**src/rtl/ooo_types_pkg.sv**
```systemverilog
// Shared types for the fetch-side memory responder and related core blocks.
//   fetch_state_t : responder FSM states (IDLE, WAIT)
//   word_addr_t   : request queue entry, a word address (byte address >> 2)
package ooo_types_pkg;

   typedef enum logic {
      IDLE = 1'b0,
      WAIT = 1'b1
   } fetch_state_t;

   localparam int unsigned WORD_ADDR_W = 30;

   typedef logic [WORD_ADDR_W-1:0] word_addr_t;

endpackage

```
**src/rtl/fifo_sync.sv**
```systemverilog
// Synchronous FIFO with single-cycle clear.
//   clk, rst_n        : clock, async active-low reset
//   i_push / i_wdata  : write strobe and data (ignored when full)
//   i_pop             : advance head (ignored when empty)
//   i_clear           : drop all entries, takes priority over push/pop
//   o_rdata           : current head entry
//   o_full / o_empty  : status from the registered count
//   o_count           : number of stored entries
module fifo_sync #(
   parameter int DEPTH = 4,
   parameter int WIDTH = 30
) (
   input  logic                   clk,
   input  logic                   rst_n,
   input  logic                   i_push,
   input  logic [WIDTH-1:0]       i_wdata,
   input  logic                   i_pop,
   input  logic                   i_clear,
   output logic [WIDTH-1:0]       o_rdata,
   output logic                   o_full,
   output logic                   o_empty,
   output logic [$clog2(DEPTH):0] o_count
);

   localparam int PTR_W = $clog2(DEPTH);

   logic [WIDTH-1:0] r_mem [DEPTH];
   logic [PTR_W-1:0] r_wr_ptr;
   logic [PTR_W-1:0] r_rd_ptr;
   logic [PTR_W:0]   r_count;
   logic             w_push;
   logic             w_pop;

   assign o_full  = (r_count == (PTR_W+1)'(DEPTH));
   assign o_empty = (r_count == '0);
   assign o_count = r_count;
   assign o_rdata = r_mem[r_rd_ptr];

   // A pop in the same cycle does not make room for a push.
   assign w_push = i_push && !o_full;
   assign w_pop  = i_pop && !o_empty;

   always_ff @(posedge clk or negedge rst_n) begin
      if (!rst_n) begin
         r_wr_ptr <= '0;
         r_rd_ptr <= '0;
         r_count  <= '0;
      end else if (i_clear) begin
         r_wr_ptr <= '0;
         r_rd_ptr <= '0;
         r_count  <= '0;
      end else begin
         if (w_push) r_wr_ptr <= r_wr_ptr + 1'b1;
         if (w_pop)  r_rd_ptr <= r_rd_ptr + 1'b1;
         if (w_push && !w_pop)      r_count <= r_count + 1'b1;
         else if (!w_push && w_pop) r_count <= r_count - 1'b1;
      end
   end

   always_ff @(posedge clk) begin
      if (w_push && !i_clear) r_mem[r_wr_ptr] <= i_wdata;
   end

endmodule

```
**src/rtl/imem_responder.sv**
```systemverilog
// Instruction-fetch responder: queues fetch requests in order, issues them one
// at a time to a single-outstanding backing memory, and returns one word per
// request as a one-cycle imem_resp pulse. flush drops queued requests and
// marks any in-flight read so its data is discarded.
//   clk, rst                        : clock, async active-low reset
//   imem_addr/imem_rmask/imem_rqst  : fetch request (rmask != 0 is a read)
//   imem_ready                      : queue not full
//   imem_rdata/imem_resp            : returned word and its valid pulse
//   flush                           : discard all outstanding requests
//   mem_addr/mem_read               : backing read, held until mem_resp
//   mem_rdata/mem_resp              : backing read completion
//
// state | meaning
// IDLE  | no read outstanding; issue queue head next cycle if present
// WAIT  | read of mem_addr outstanding; complete on mem_resp
module imem_responder
   import ooo_types_pkg::*;
#(
   parameter int DEPTH  = 4,
   parameter int ADDR_W = 32
) (
   input  logic              clk,
   input  logic              rst,
   input  logic [ADDR_W-1:0] imem_addr,
   input  logic [3:0]        imem_rmask,
   input  logic              imem_rqst,
   output logic              imem_ready,
   output logic [31:0]       imem_rdata,
   output logic              imem_resp,
   input  logic              flush,
   output logic [ADDR_W-1:0] mem_addr,
   output logic              mem_read,
   input  logic [31:0]       mem_rdata,
   input  logic              mem_resp
);

   fetch_state_t        r_state;
   fetch_state_t        w_state_nxt;
   logic                r_discard;
   logic [ADDR_W-1:0]   r_mem_addr;
   logic                r_resp;
   logic [31:0]         r_rdata;
   logic                w_accept;
   logic                w_issue;
   logic                w_pop;
   logic                w_resp_ok;
   logic                w_full;
   logic                w_empty;
   logic [ADDR_W-3:0]   w_head;
   logic [$clog2(DEPTH):0] w_count;
   logic                w_unused;

   assign w_unused = ^{w_count, imem_addr[1:0]};

   // A request in the flush cycle belongs to the old fetch path.
   assign w_accept = imem_rqst && (imem_rmask != 4'b0) && !w_full && !flush;

   fifo_sync #(
      .DEPTH (DEPTH),
      .WIDTH (ADDR_W-2)
   ) u_req_q (
      .clk     (clk),
      .rst_n   (rst),
      .i_push  (w_accept),
      .i_wdata (imem_addr[ADDR_W-1:2]),
      .i_pop   (w_pop),
      .i_clear (flush),
      .o_rdata (w_head),
      .o_full  (w_full),
      .o_empty (w_empty),
      .o_count (w_count)
   );

   // The in-flight address lives in r_mem_addr, so the queue can be cleared on
   // flush while mem_addr stays stable. A read marked discard has no queue
   // entry left, so its completion must not pop.
   always_comb begin
      w_state_nxt = r_state;
      w_issue     = 1'b0;
      w_pop       = 1'b0;
      w_resp_ok   = 1'b0;
      case (r_state)
         IDLE: begin
            if (!w_empty && !flush) begin
               w_state_nxt = WAIT;
               w_issue     = 1'b1;
            end
         end
         WAIT: begin
            if (mem_resp) begin
               w_state_nxt = IDLE;
               w_pop       = !r_discard;
               w_resp_ok   = !r_discard && !flush;
            end
         end
         default: w_state_nxt = IDLE;
      endcase
   end

   always_ff @(posedge clk or negedge rst) begin
      if (!rst) begin
         r_state    <= IDLE;
         r_discard  <= 1'b0;
         r_mem_addr <= '0;
         r_resp     <= 1'b0;
         r_rdata    <= '0;
      end else begin
         r_state <= w_state_nxt;
         r_resp  <= w_resp_ok;
         if (w_resp_ok) r_rdata <= mem_rdata;
         if (w_issue) r_mem_addr <= {w_head, 2'b00};
         if (r_state == WAIT) begin
            if (mem_resp)   r_discard <= 1'b0;
            else if (flush) r_discard <= 1'b1;
         end
      end
   end

   assign imem_ready = !w_full;
   assign imem_resp  = r_resp;
   assign imem_rdata = r_rdata;
   assign mem_read   = (r_state == WAIT);
   assign mem_addr   = r_mem_addr;

endmodule
```
**config.mk**
```make
export PLATFORM = sky130hd
export DESIGN_NAME = imem_responder
export DESIGN_NICKNAME = d
export VERILOG_FILES = /design/src/rtl/ooo_types_pkg.sv /design/src/rtl/fifo_sync.sv /design/src/rtl/imem_responder.sv
export SDC_FILE = /design/constraint.sdc
export NUM_CORES = 1
export LEC_CHECK = 0
export ABC_CLOCK_PERIOD_IN_PS = 2100
export BUFFER_PORTS_ARGS = -buffer_cell sky130_fd_sc_hd__buf_2
export CORE_MARGIN = 5
export CORE_UTILIZATION = 45
export CTS_BUF_LIST = sky130_fd_sc_hd__clkbuf_4
export DETAILED_ROUTE_END_ITERATION = 6
export GPL_TIMING_DRIVEN = 1
export PLACE_DENSITY = 0.72
export SYNTH_ARGS = -nofsm -noshare
export SYNTH_HDL_FRONTEND = slang
export SYNTH_SLANG_ARGS = --single-unit
```
**constraint.sdc**
```tcl
create_clock -name clk -period 2.1 [get_ports clk]
set_input_delay 0.21 -clock clk [delete_from_list [all_inputs] [get_ports clk]]
set_output_delay 0.21 -clock clk [all_outputs]
set_load 0.02 [all_outputs]
```
==> results of run 1 <==
through the flow:
stage               cells  setup TNS [ps]  util (%)  worst slack, ps  hold WS [ps]
floorplan             356            -137         -             -137         -85.6
global placement      706               0      52.8             11.1           251
detailed placement    706           -31.0      52.8            -31.0           271
CTS                   803               0      58.5             1.60           102
global route          804           -17.1      58.7            -17.1           115
finish                804               0      58.7             37.2           160
routing by layer:
| metal | track usage, % | up-vias |
|---|---|---|
| met4 | 5.32 | 0 |
| met3 | 4.45 | 17 |
| met5 | 0 | - |
| met1 | 19.5 | 2008 |
| met2 | 27.6 | 144 |
| li1 | - | 1825 |
synthesized netlist by cell type:
cell and instances:
sky130_fd_sc_hd__and3b_1 1, sky130_fd_sc_hd__o21ai_0 1, sky130_fd_sc_hd__conb_1 1, sky130_fd_sc_hd__xnor2_1 2, sky130_fd_sc_hd__ha_1 4, sky130_fd_sc_hd__and2_0 1
sky130_fd_sc_hd__mux2_1 1, sky130_fd_sc_hd__mux4_2 30, sky130_fd_sc_hd__inv_1 7, sky130_fd_sc_hd__nand3_1 1, sky130_fd_sc_hd__or3b_1 1, sky130_fd_sc_hd__or2_2 1
sky130_fd_sc_hd__o32ai_1 1, sky130_fd_sc_hd__nor3_2 2, sky130_fd_sc_hd__xor2_1 1, sky130_fd_sc_hd__a21oi_1 2, sky130_fd_sc_hd__buf_4 2, sky130_fd_sc_hd__dfrtp_1 72
sky130_fd_sc_hd__and2_1 4, sky130_fd_sc_hd__nand2_1 2, sky130_fd_sc_hd__nor2_1 3, sky130_fd_sc_hd__o31ai_1 1, sky130_fd_sc_hd__clkbuf_1 4, sky130_fd_sc_hd__buf_1 1
sky130_fd_sc_hd__o311ai_0 1, sky130_fd_sc_hd__nor2b_1 1, sky130_fd_sc_hd__a211o_1 1, sky130_fd_sc_hd__mux2_2 62, sky130_fd_sc_hd__mux2i_1 2, sky130_fd_sc_hd__o22ai_1 1
sky130_fd_sc_hd__nand4_1 1, sky130_fd_sc_hd__or4_4 1, sky130_fd_sc_hd__buf_2 11, sky130_fd_sc_hd__or3_1 2, sky130_fd_sc_hd__fa_1 1, sky130_fd_sc_hd__edfxtp_1 120
sky130_fd_sc_hd__and4b_4 1, sky130_fd_sc_hd__a2111oi_4 1, sky130_fd_sc_hd__a31oi_1 1, sky130_fd_sc_hd__nor3_1 1, sky130_fd_sc_hd__and3_1 1
layout by cell type, fill, tap and decap left out, types with 3 or more instances in the layout:
cell	instances
sky130_fd_sc_hd__mux4_2	30
sky130_fd_sc_hd__clkbuf_4	19
sky130_fd_sc_hd__dlygate4sd3_1	65
sky130_fd_sc_hd__buf_12	7
sky130_fd_sc_hd__nor2_1	3
sky130_fd_sc_hd__edfxtp_1	120
sky130_fd_sc_hd__inv_1	6
sky130_fd_sc_hd__mux2_2	62
sky130_fd_sc_hd__and2_2	4
sky130_fd_sc_hd__ha_1	4
sky130_fd_sc_hd__buf_4	12
sky130_fd_sc_hd__buf_2	134
sky130_fd_sc_hd__clkinv_2	5
sky130_fd_sc_hd__clkinv_1	3
sky130_fd_sc_hd__dfrtp_1	70
power groups by stage:
stage	combinational, uW	clock [uW]	sequential (uW)
after floorplan	848	0	5880
after global placement	2590	0	5090
after detailed placement	2630	0	5140
after CTS	2730	1940	5050
after global routing	2920	2090	5150
final	2710	1840	5060
area by class of cell:
cell class / instances / area, um^2 / area share, %
repair buffers: 218 / 1550 / 16.6
inverters: 7 / 26.3 / 0.282
clock inverters: 13 / 121 / 1.30
multi-input cells: 139 / 1810 / 19.4
flip-flops and latches: 192 / 5410 / 58.0
clock buffers: 19 / 143 / 1.53
well taps: 216 / 270 / 2.90
worst register-to-register path, delay by kind of cell, from the launching register on:
kind	cells	cell delay, ps
compound gates	2	340
flops	1	400
simple gates	4	900
fa+ha+maj	1	370
logic make-up after synthesis:
| logic type | count (synthesis) | share of synthesized area (%) |
|---|---|---|
| AOI/OAI and AO/OA | 10 | 1.22 |
| xor gates and xnor gates | 3 | 0.361 |
| adders and majority gates | 5 | 0.963 |
| buffers and inverters | 25 | 1.58 |
| DFF | 192 | 74.3 |
| muxes | 95 | 19.3 |
| other | 1 | 0.0516 |
| and+or+nand+nor | 24 | 2.20 |
how the worst max path moves through the flow:
stage,startpoint,endpoint
floorplan,u_req_q.o_count[0],u_req_q.o_count[2]
global placement,imem_rmask[1],u_req_q.o_count[2]
detailed placement,imem_rmask[1],u_req_q.o_count[2]
CTS,u_req_q.o_count[0],u_req_q.o_count[2]
global route,u_req_q.o_count[0],u_req_q.o_count[2]
finish,u_req_q.o_count[0],u_req_q.o_count[2]
repair_timing:
| action | in CTS | in global routing |
|---|---|---|
| endpoints found under the setup margin | 0 | 2 |
| hold buffers | 65 | 0 |
| resized for setup | 0 | 5 |
| hold endpoints to repair | 200 | 0 |
| setup buffers | 0 | 1 |
registers in the layout, summed over array words and instances (netlist names):
register / flops
u_req_q.r_mem: 120
imem_rdata: 32
mem_addr: 30
u_req_q.o_count: 3
u_req_q.r_rd_ptr: 2
u_req_q.r_wr_ptr: 2
imem_resp: 1
mem_read: 1
r_discard: 1
==> summary.txt, run 1 <==
STATUS
----------------------------------------------------------------------------------------------------
Status ................................................................................ complete, no violations

FINISH
----------------------------------------------------------------------------------------------------
Fill cell instance count of the final layout ..........................................         1180
Total number of nets in the final design ..............................................          653
Growth of design area from synthesis to finish ........................................        28.2%
Share of layout cells above drive strength 1 ..........................................        50.2%
Final std cell area, no fill ..........................................................    9330 um^2
Count of inserted antenna diode cells .................................................            0

SETUP PATH
----------------------------------------------------------------------------------------------------
Endpoint of the lowest-slack register-to-register path ................................ u_req_q.o_count[2]
Crit-path slowest cell ................................................................ sky130_fd_sc_hd__dfrtp_1
Cell Chain, Critical Path ............................................................. or3b_4, and4b_4, nor2b_4, fa_2, and3_4, a2111oi_4, a211o_1
Start-to-end type of the worst setup path .............................................      reg2reg
Critical path required time ...........................................................      2590 ps
Delay of the slowest cell on the worst path ...........................................       400 ps
Number of gates on the worst path with buffers counted ................................            7
CP delay by family, top ............................................................... simple AND/OR/NAND/NOR gates
Worst path arrival time ...............................................................      2550 ps
Type of element launching the critical path ...........................................         flop
Critical Path End Type ................................................................         flop
Start of the worst register-to-register path .......................................... u_req_q.o_count[0]
Reg2reg path depth ....................................................................            7
Sum of buffers and inverters on the critical path .....................................            0
Reg2reg setup slack ...................................................................        40 ps
Critical Path Fanout Max ..............................................................            3

STA
----------------------------------------------------------------------------------------------------
Unrepaired setup endpoints after global routing .......................................          yes
Final setup violating endpoints .......................................................            0
Slew at the pin closest to its max-slew limit .........................................       607 ps
Final period demand of the worst path .................................................      2060 ps
Max transition margin .................................................................        59.6%
Count of endpoints failing hold in the final timing report ............................            0
Tcrit/Tclk final ......................................................................        98.2%
Clk_skew ..............................................................................      7.83 ps
Final count of pins violating max slew ................................................            0
Max Clock Freq ........................................................................    0.485 GHz

DETAILED ROUTING
----------------------------------------------------------------------------------------------------
Met1 Routed Length ....................................................................      5.98 mm
Remaining design rule violation count .................................................            0
Via count .............................................................................         3994
Detail Route met3 WL ..................................................................      1.06 mm
Detailed-routed wire length on met2 ...................................................      7.19 mm
Number of design-rule violations left by the first detailed-router iteration ..........          141
Max Used Layer ........................................................................         met4
Total detailed-routing wirelength .....................................................      14.4 mm
Via density ...........................................................................         4.97
Number of nets still failing antenna checks after routing .............................            0
TritonRoute pass-1 iters ..............................................................            4
Drt wl/cell ...........................................................................      17.9 um

POWER AND IR DROP
----------------------------------------------------------------------------------------------------
Maximum ir drop on the vdd rail .......................................................     0.615 mV
Switching power as a share of total power .............................................        31.1%
Pwr Total .............................................................................      9620 uW
Cell-internal power ...................................................................      6630 uW
Switching power total .................................................................      2990 uW
Power share of the clock group ........................................................        19.2%
Part of the total power dissipated in combinational logic .............................        28.2%
Flop pwr share ........................................................................        52.6%
Total leakage power ...................................................................   0.00362 uW
Power per cell area ................................................................... 1030 nW/um^2

CLOCK NETWORK
----------------------------------------------------------------------------------------------------
CTS tree ..............................................................................          yes
CTS buffer count ......................................................................           17
Clk sink count ........................................................................          192
Source-to-sink clock delay at the later pin of the worst-skew pair ....................       540 ps
Max Buffers Root-to-Sink ..............................................................            2
Clock-pin slew reported for the worst setup and hold paths after clock tree synthesis .       130 ps
Root buf cell ......................................................................... sky130_fd_sc_hd__clkbuf_4
H-tree depth ..........................................................................            4

PLACEMENT
----------------------------------------------------------------------------------------------------
Count of buffers inserted at the top-level ports ......................................          135
RePlAce Congestion ....................................................................        0.745
Placed wire-length estimate after detailed placement ..................................      9.02 mm
Area after detailed placement .........................................................    8390 um^2

FLOORPLANNING
----------------------------------------------------------------------------------------------------
Initial cell density of the core ......................................................        45.8%
Placeable core region .................................................................   15900 um^2
Chip width ............................................................................       137 um
Count of pins on the block boundary ...................................................          140
Die H .................................................................................       137 um
DIE AREA ..............................................................................   18800 um^2
Site row count ........................................................................           46

LOGIC SYNTHESIS
----------------------------------------------------------------------------------------------------
Largest area contributor in the netlist ............................................... sky130_fd_sc_hd__edfxtp_1
Gate Count Post-Synth .................................................................          355
Count of cell types in the netlist ....................................................           41
#FFs+latches synth ....................................................................          192
Synth warn ............................................................................            0
Share of the synthesized area in the top cell type ....................................        49.5%
Cell types occupying the most area after synthesis .................................... sky130_fd_sc_hd__edfxtp_1, sky130_fd_sc_hd__dfrtp_1, sky130_fd_sc_hd__mux2_2
Sequential-to-total area share from yosys stat ........................................        74.3%
Mapped Area ...........................................................................    7270 um^2
Mean cell area of the mapped netlist ..................................................    20.5 um^2

GLOBAL ROUTING
----------------------------------------------------------------------------------------------------
Global route total overflow ...........................................................            0
Via count of the first global-routing pass ............................................         4313
Initial antenna violation count .......................................................            0
Pin count of the biggest net entering global routing ..................................           46
Tot GR Track Use ......................................................................        16.0%
Global-route wire length before repair ................................................      22.6 mm

HOLD PATH
----------------------------------------------------------------------------------------------------
Worst Hold End ........................................................................ u_req_q.r_wr_ptr[0]
Cell count of the worst hold path .....................................................            3
Worst hold path class .................................................................       in2reg
Worst Min Path Start ..................................................................    imem_rqst

FLOW RUN
----------------------------------------------------------------------------------------------------
Max-cap check violation count .........................................................            0

Note: power is estimated with default switching activity, not from simulation.
==> run 2, diff against run 1 <==
==> constraint.sdc (replaced) <==
create_clock -name clk -period 2.1 [get_ports clk]
set_input_delay 0.105 -clock clk [delete_from_list [all_inputs] [get_ports clk]]
set_output_delay 0.105 -clock clk [all_outputs]
set_load 0.02 [all_outputs]
==> run 2 against run 1 <==
  * Via count shrank 0.60%
  * Worst setup slack gained 18 ps
  * Largest cell class unchanged
  * Fmax grew 0.88%
  * Die area is the same
  * Critical endpoint unchanged
  * Clock skew grew 12 ps
  * Cell count grew 0.50%
==> summary.txt, run 2 (synthesis gave the netlist of run 1 again) <==
STA
----------------------------------------------------------------------------------------------------
Final setup violating endpoints .......................................................            0   unchanged
Final period demand of the worst path .................................................      2040 ps   -18.1 ps
Slew at the pin closest to its max-slew limit .........................................       559 ps   -48.0 ps
Final count of pins violating max slew ................................................            0   unchanged
Max Clock Freq ........................................................................    0.489 GHz   +0.88%
Post-route worst hold slack ...........................................................      55.7 ps   -104 ps
Fin Setup TNS .........................................................................         0 ps   unchanged
Clk_skew ..............................................................................      19.8 ps   +11.9 ps
Max transition margin .................................................................        62.8%   +3.2 points
Unrepaired setup endpoints after global routing .......................................           no
Tcrit/Tclk final ......................................................................        97.4%   -0.86 points
Count of endpoints failing hold in the final timing report ............................            0   unchanged

FINISH
----------------------------------------------------------------------------------------------------
Count of inserted antenna diode cells .................................................            0   unchanged
Flip-flop count of the largest register, all copies and words added ...................          120   unchanged
Commonest non-fill, non-tap cells in the layout ....................................... sky130_fd_sc_hd__buf_2, sky130_fd_sc_hd__edfxtp_1, sky130_fd_sc_hd__dfrtp_1
Total number of nets in the final design ..............................................          657   +0.61%
Share of layout cells above drive strength 1 ..........................................        50.3%   +0.17 points
Fill cell instance count of the final layout ..........................................         1210   +2.5%
Final std cell area, no fill ..........................................................    9310 um^2   -0.20%
Sequential cell area ..................................................................    5410 um^2   unchanged
Growth of design area from synthesis to finish ........................................        28.0%
Register with the highest flop count .................................................. u_req_q.r_mem
Most frequent standard cell in the layout excluding fill and tap cells ................ sky130_fd_sc_hd__buf_2
Area of the multi-input gates .........................................................    1790 um^2   -0.83%

POWER AND IR DROP
----------------------------------------------------------------------------------------------------
Power per cell area ................................................................... 1050 nW/um^2   +1.7%
Pwr Total .............................................................................      9760 uW   +1.5%
Power share of the clock group ........................................................        20.3%   +1.1 points
Flop pwr share ........................................................................        51.8%   -0.8 points
Total leakage power ...................................................................   0.00363 uW   +0.24%
Switching power total .................................................................      3110 uW   +3.9%
Maximum ir drop on the vdd rail .......................................................     0.746 mV   +21%
Part of the total power dissipated in combinational logic .............................        27.9%   -0.3 points
Switching power as a share of total power .............................................        31.8%   +0.73 points
Cell-internal power ...................................................................      6660 uW   +0.40%

FLOORPLANNING
----------------------------------------------------------------------------------------------------
Count of pins on the block boundary ...................................................          140   unchanged
Die H .................................................................................       137 um   unchanged
Initial cell density of the core ......................................................        45.8%   unchanged
Site row count ........................................................................           46   unchanged
Chip width ............................................................................       137 um   unchanged
DIE AREA ..............................................................................   18800 um^2   unchanged
Placeable core region .................................................................   15900 um^2   unchanged

DETAILED ROUTING
----------------------------------------------------------------------------------------------------
Via density ...........................................................................         4.91   -1.1%
TritonRoute pass-1 iters ..............................................................            4   unchanged
Drt wl/cell ...........................................................................      18.0 um   +0.54%
Remaining design rule violation count .................................................            0   unchanged
Via count .............................................................................         3970   -0.60%
Number of design-rule violations left by the first detailed-router iteration ..........          150   +6.4%
Total detailed-routing wirelength .....................................................      14.5 mm   +1.0%
Number of nets still failing antenna checks after routing .............................            0   unchanged

STATUS
----------------------------------------------------------------------------------------------------
Status ................................................................................ complete, no violations

CLOCK NETWORK
----------------------------------------------------------------------------------------------------
Root buf cell ......................................................................... sky130_fd_sc_hd__clkbuf_4
Source-to-sink clock delay at the later pin of the worst-skew pair ....................       560 ps   +20 ps
Max Buffers Root-to-Sink ..............................................................            2   unchanged
H-tree depth ..........................................................................            4   unchanged
Number of buffers inserted to repair setup after CTS ..................................            0   unchanged
Clk sink count ........................................................................          192   unchanged
Clock-pin slew reported for the worst setup and hold paths after clock tree synthesis .       150 ps   +20 ps
CTS tree ..............................................................................          yes
CTS buffer count ......................................................................           17   unchanged

SETUP PATH
----------------------------------------------------------------------------------------------------
Critical Path End Type ................................................................         flop
Critical path required time ...........................................................      2610 ps   +20 ps
Delay of the slowest cell on the worst path ...........................................       410 ps   about the same
Critical path launch point ............................................................ u_req_q.o_count[0]
Type of element launching the critical path ...........................................         flop
Cell Chain, Critical Path ............................................................. or3b_4, and4b_4, nor2b_4, fa_2, and3_4, a2111oi_4, a211o_1
Worst path arrival time ...............................................................      2560 ps   about the same
CP delay by family, top ............................................................... simple AND/OR/NAND/NOR gates
Start of the worst register-to-register path .......................................... u_req_q.o_count[0]
Sum of buffers and inverters on the critical path .....................................            0   unchanged
Critical Path Fanout Max ..............................................................            3   unchanged
Start-to-end type of the worst setup path .............................................      reg2reg
Crit-path slowest cell ................................................................ sky130_fd_sc_hd__dfrtp_1

PLACEMENT
----------------------------------------------------------------------------------------------------
RePlAce Congestion ....................................................................        0.717   -3.7%
Area after detailed placement .........................................................    8350 um^2   -0.39%
Count of buffers inserted at the top-level ports ......................................          135   unchanged
Placed wire-length estimate after detailed placement ..................................      9.61 mm   +6.5%

GLOBAL ROUTING
----------------------------------------------------------------------------------------------------
Initial antenna violation count .......................................................            0   unchanged
Global route total overflow ...........................................................            0   unchanged
Tot GR Track Use ......................................................................        16.1%   +0.12 points
Via count of the first global-routing pass ............................................         4298   -0.35%
Pin count of the biggest net entering global routing ..................................           44   -4.3%
Global-route wire length before repair ................................................      22.9 mm   +1.4%

FLOW RUN
----------------------------------------------------------------------------------------------------
Max-cap check violation count .........................................................            0   unchanged

HOLD PATH
----------------------------------------------------------------------------------------------------
Worst hold path class .................................................................     in2async

==> run 2: cell types whose count changed in the layout (fill, tap and decap cells not counted), sizes merged <==
cell and delta:
clkinv -5, buf +3, dlygate4sd3 +1, inv +5, clkbuf -1, clkinvlp +1
==> run 2: power groups by stage <==
stage / registers, uW / clock network, uW / logic [uW]
2_1_floorplan: 5880 / 0 / 848
3_3_place_gp: 5100 / 0 / 2580
3_5_place_dp: 5140 / 0 / 2630
4_1_cts: 5050 / 2060 / 2750
5_1_grt: 5150 / 2230 / 2920
6_report: 5060 / 1980 / 2720
==> run 2: per-stage QoR <==
step	setup WS, ps	instances	utilization (%)
final	55.3	808	58.6
after global routing	0.544	808	58.6
after CTS	7.23	808	58.6
after detailed placement	6.06	710	52.6
after global placement	83.7	710	52.6
after floorplan	-137	356	-
==> run 2: final cells by class <==
type                       count  area share, %
tap                          216           2.90
clock buffer                  18           1.45
multi-input combinational    139           19.3
sequential                   192           58.1
timing repair buffer         222           16.3
inverter                       7          0.282
clock inverter                14           1.67
==> run 2: metal layers <==
| layer | global-route usage (%) | part of all wire (%) | vias up | routed length [um] |
|---|---|---|---|---|
| li1 | - | - | 1824 | - |
| met1 | 19.8 | 41 | 2009 | 5980 |
| met2 | 27.9 | 51 | 128 | 7400 |
| met3 | 4.67 | 7.2 | 9 | 1050 |
| met4 | 4.55 | 0.77 | 0 | 112 |
| met5 | 0 | 0 | - | 0 |
==> run 2: worst paths after layout <==
kind                                 endpoint  slack (ps)  depth (start not counted)
setup / recovery           u_req_q.o_count[2]          60                          7
hold / removal                 imem_rdata[20]          60                          2
setup reg to reg           u_req_q.o_count[2]          60                          7
hold reg to reg                  mem_addr[21]         520                          1
max in group asynchronous         mem_addr[5]        1320                          3
min in group clk           u_req_q.o_count[0]          80                          4
==> run 2: worst reg2reg max path, cell delays in order, from the launching register on <==
cell                        delay (ps)
sky130_fd_sc_hd__dfrtp_1           410
sky130_fd_sc_hd__or3b_4            400
sky130_fd_sc_hd__and4b_4           220
sky130_fd_sc_hd__nor2b_4           120
sky130_fd_sc_hd__fa_2              370
sky130_fd_sc_hd__and3_4            170
sky130_fd_sc_hd__a2111oi_4         170
sky130_fd_sc_hd__a211o_1           140
==> run 2: timing repair <==
item                       4_1_cts  5_1_grt
gates cloned                     0        0
pin swaps                        0        2
hold endpoints to repair       216        0
hold buffers                    66        0
resized for setup                2        1
setup endpoints to repair        1        1
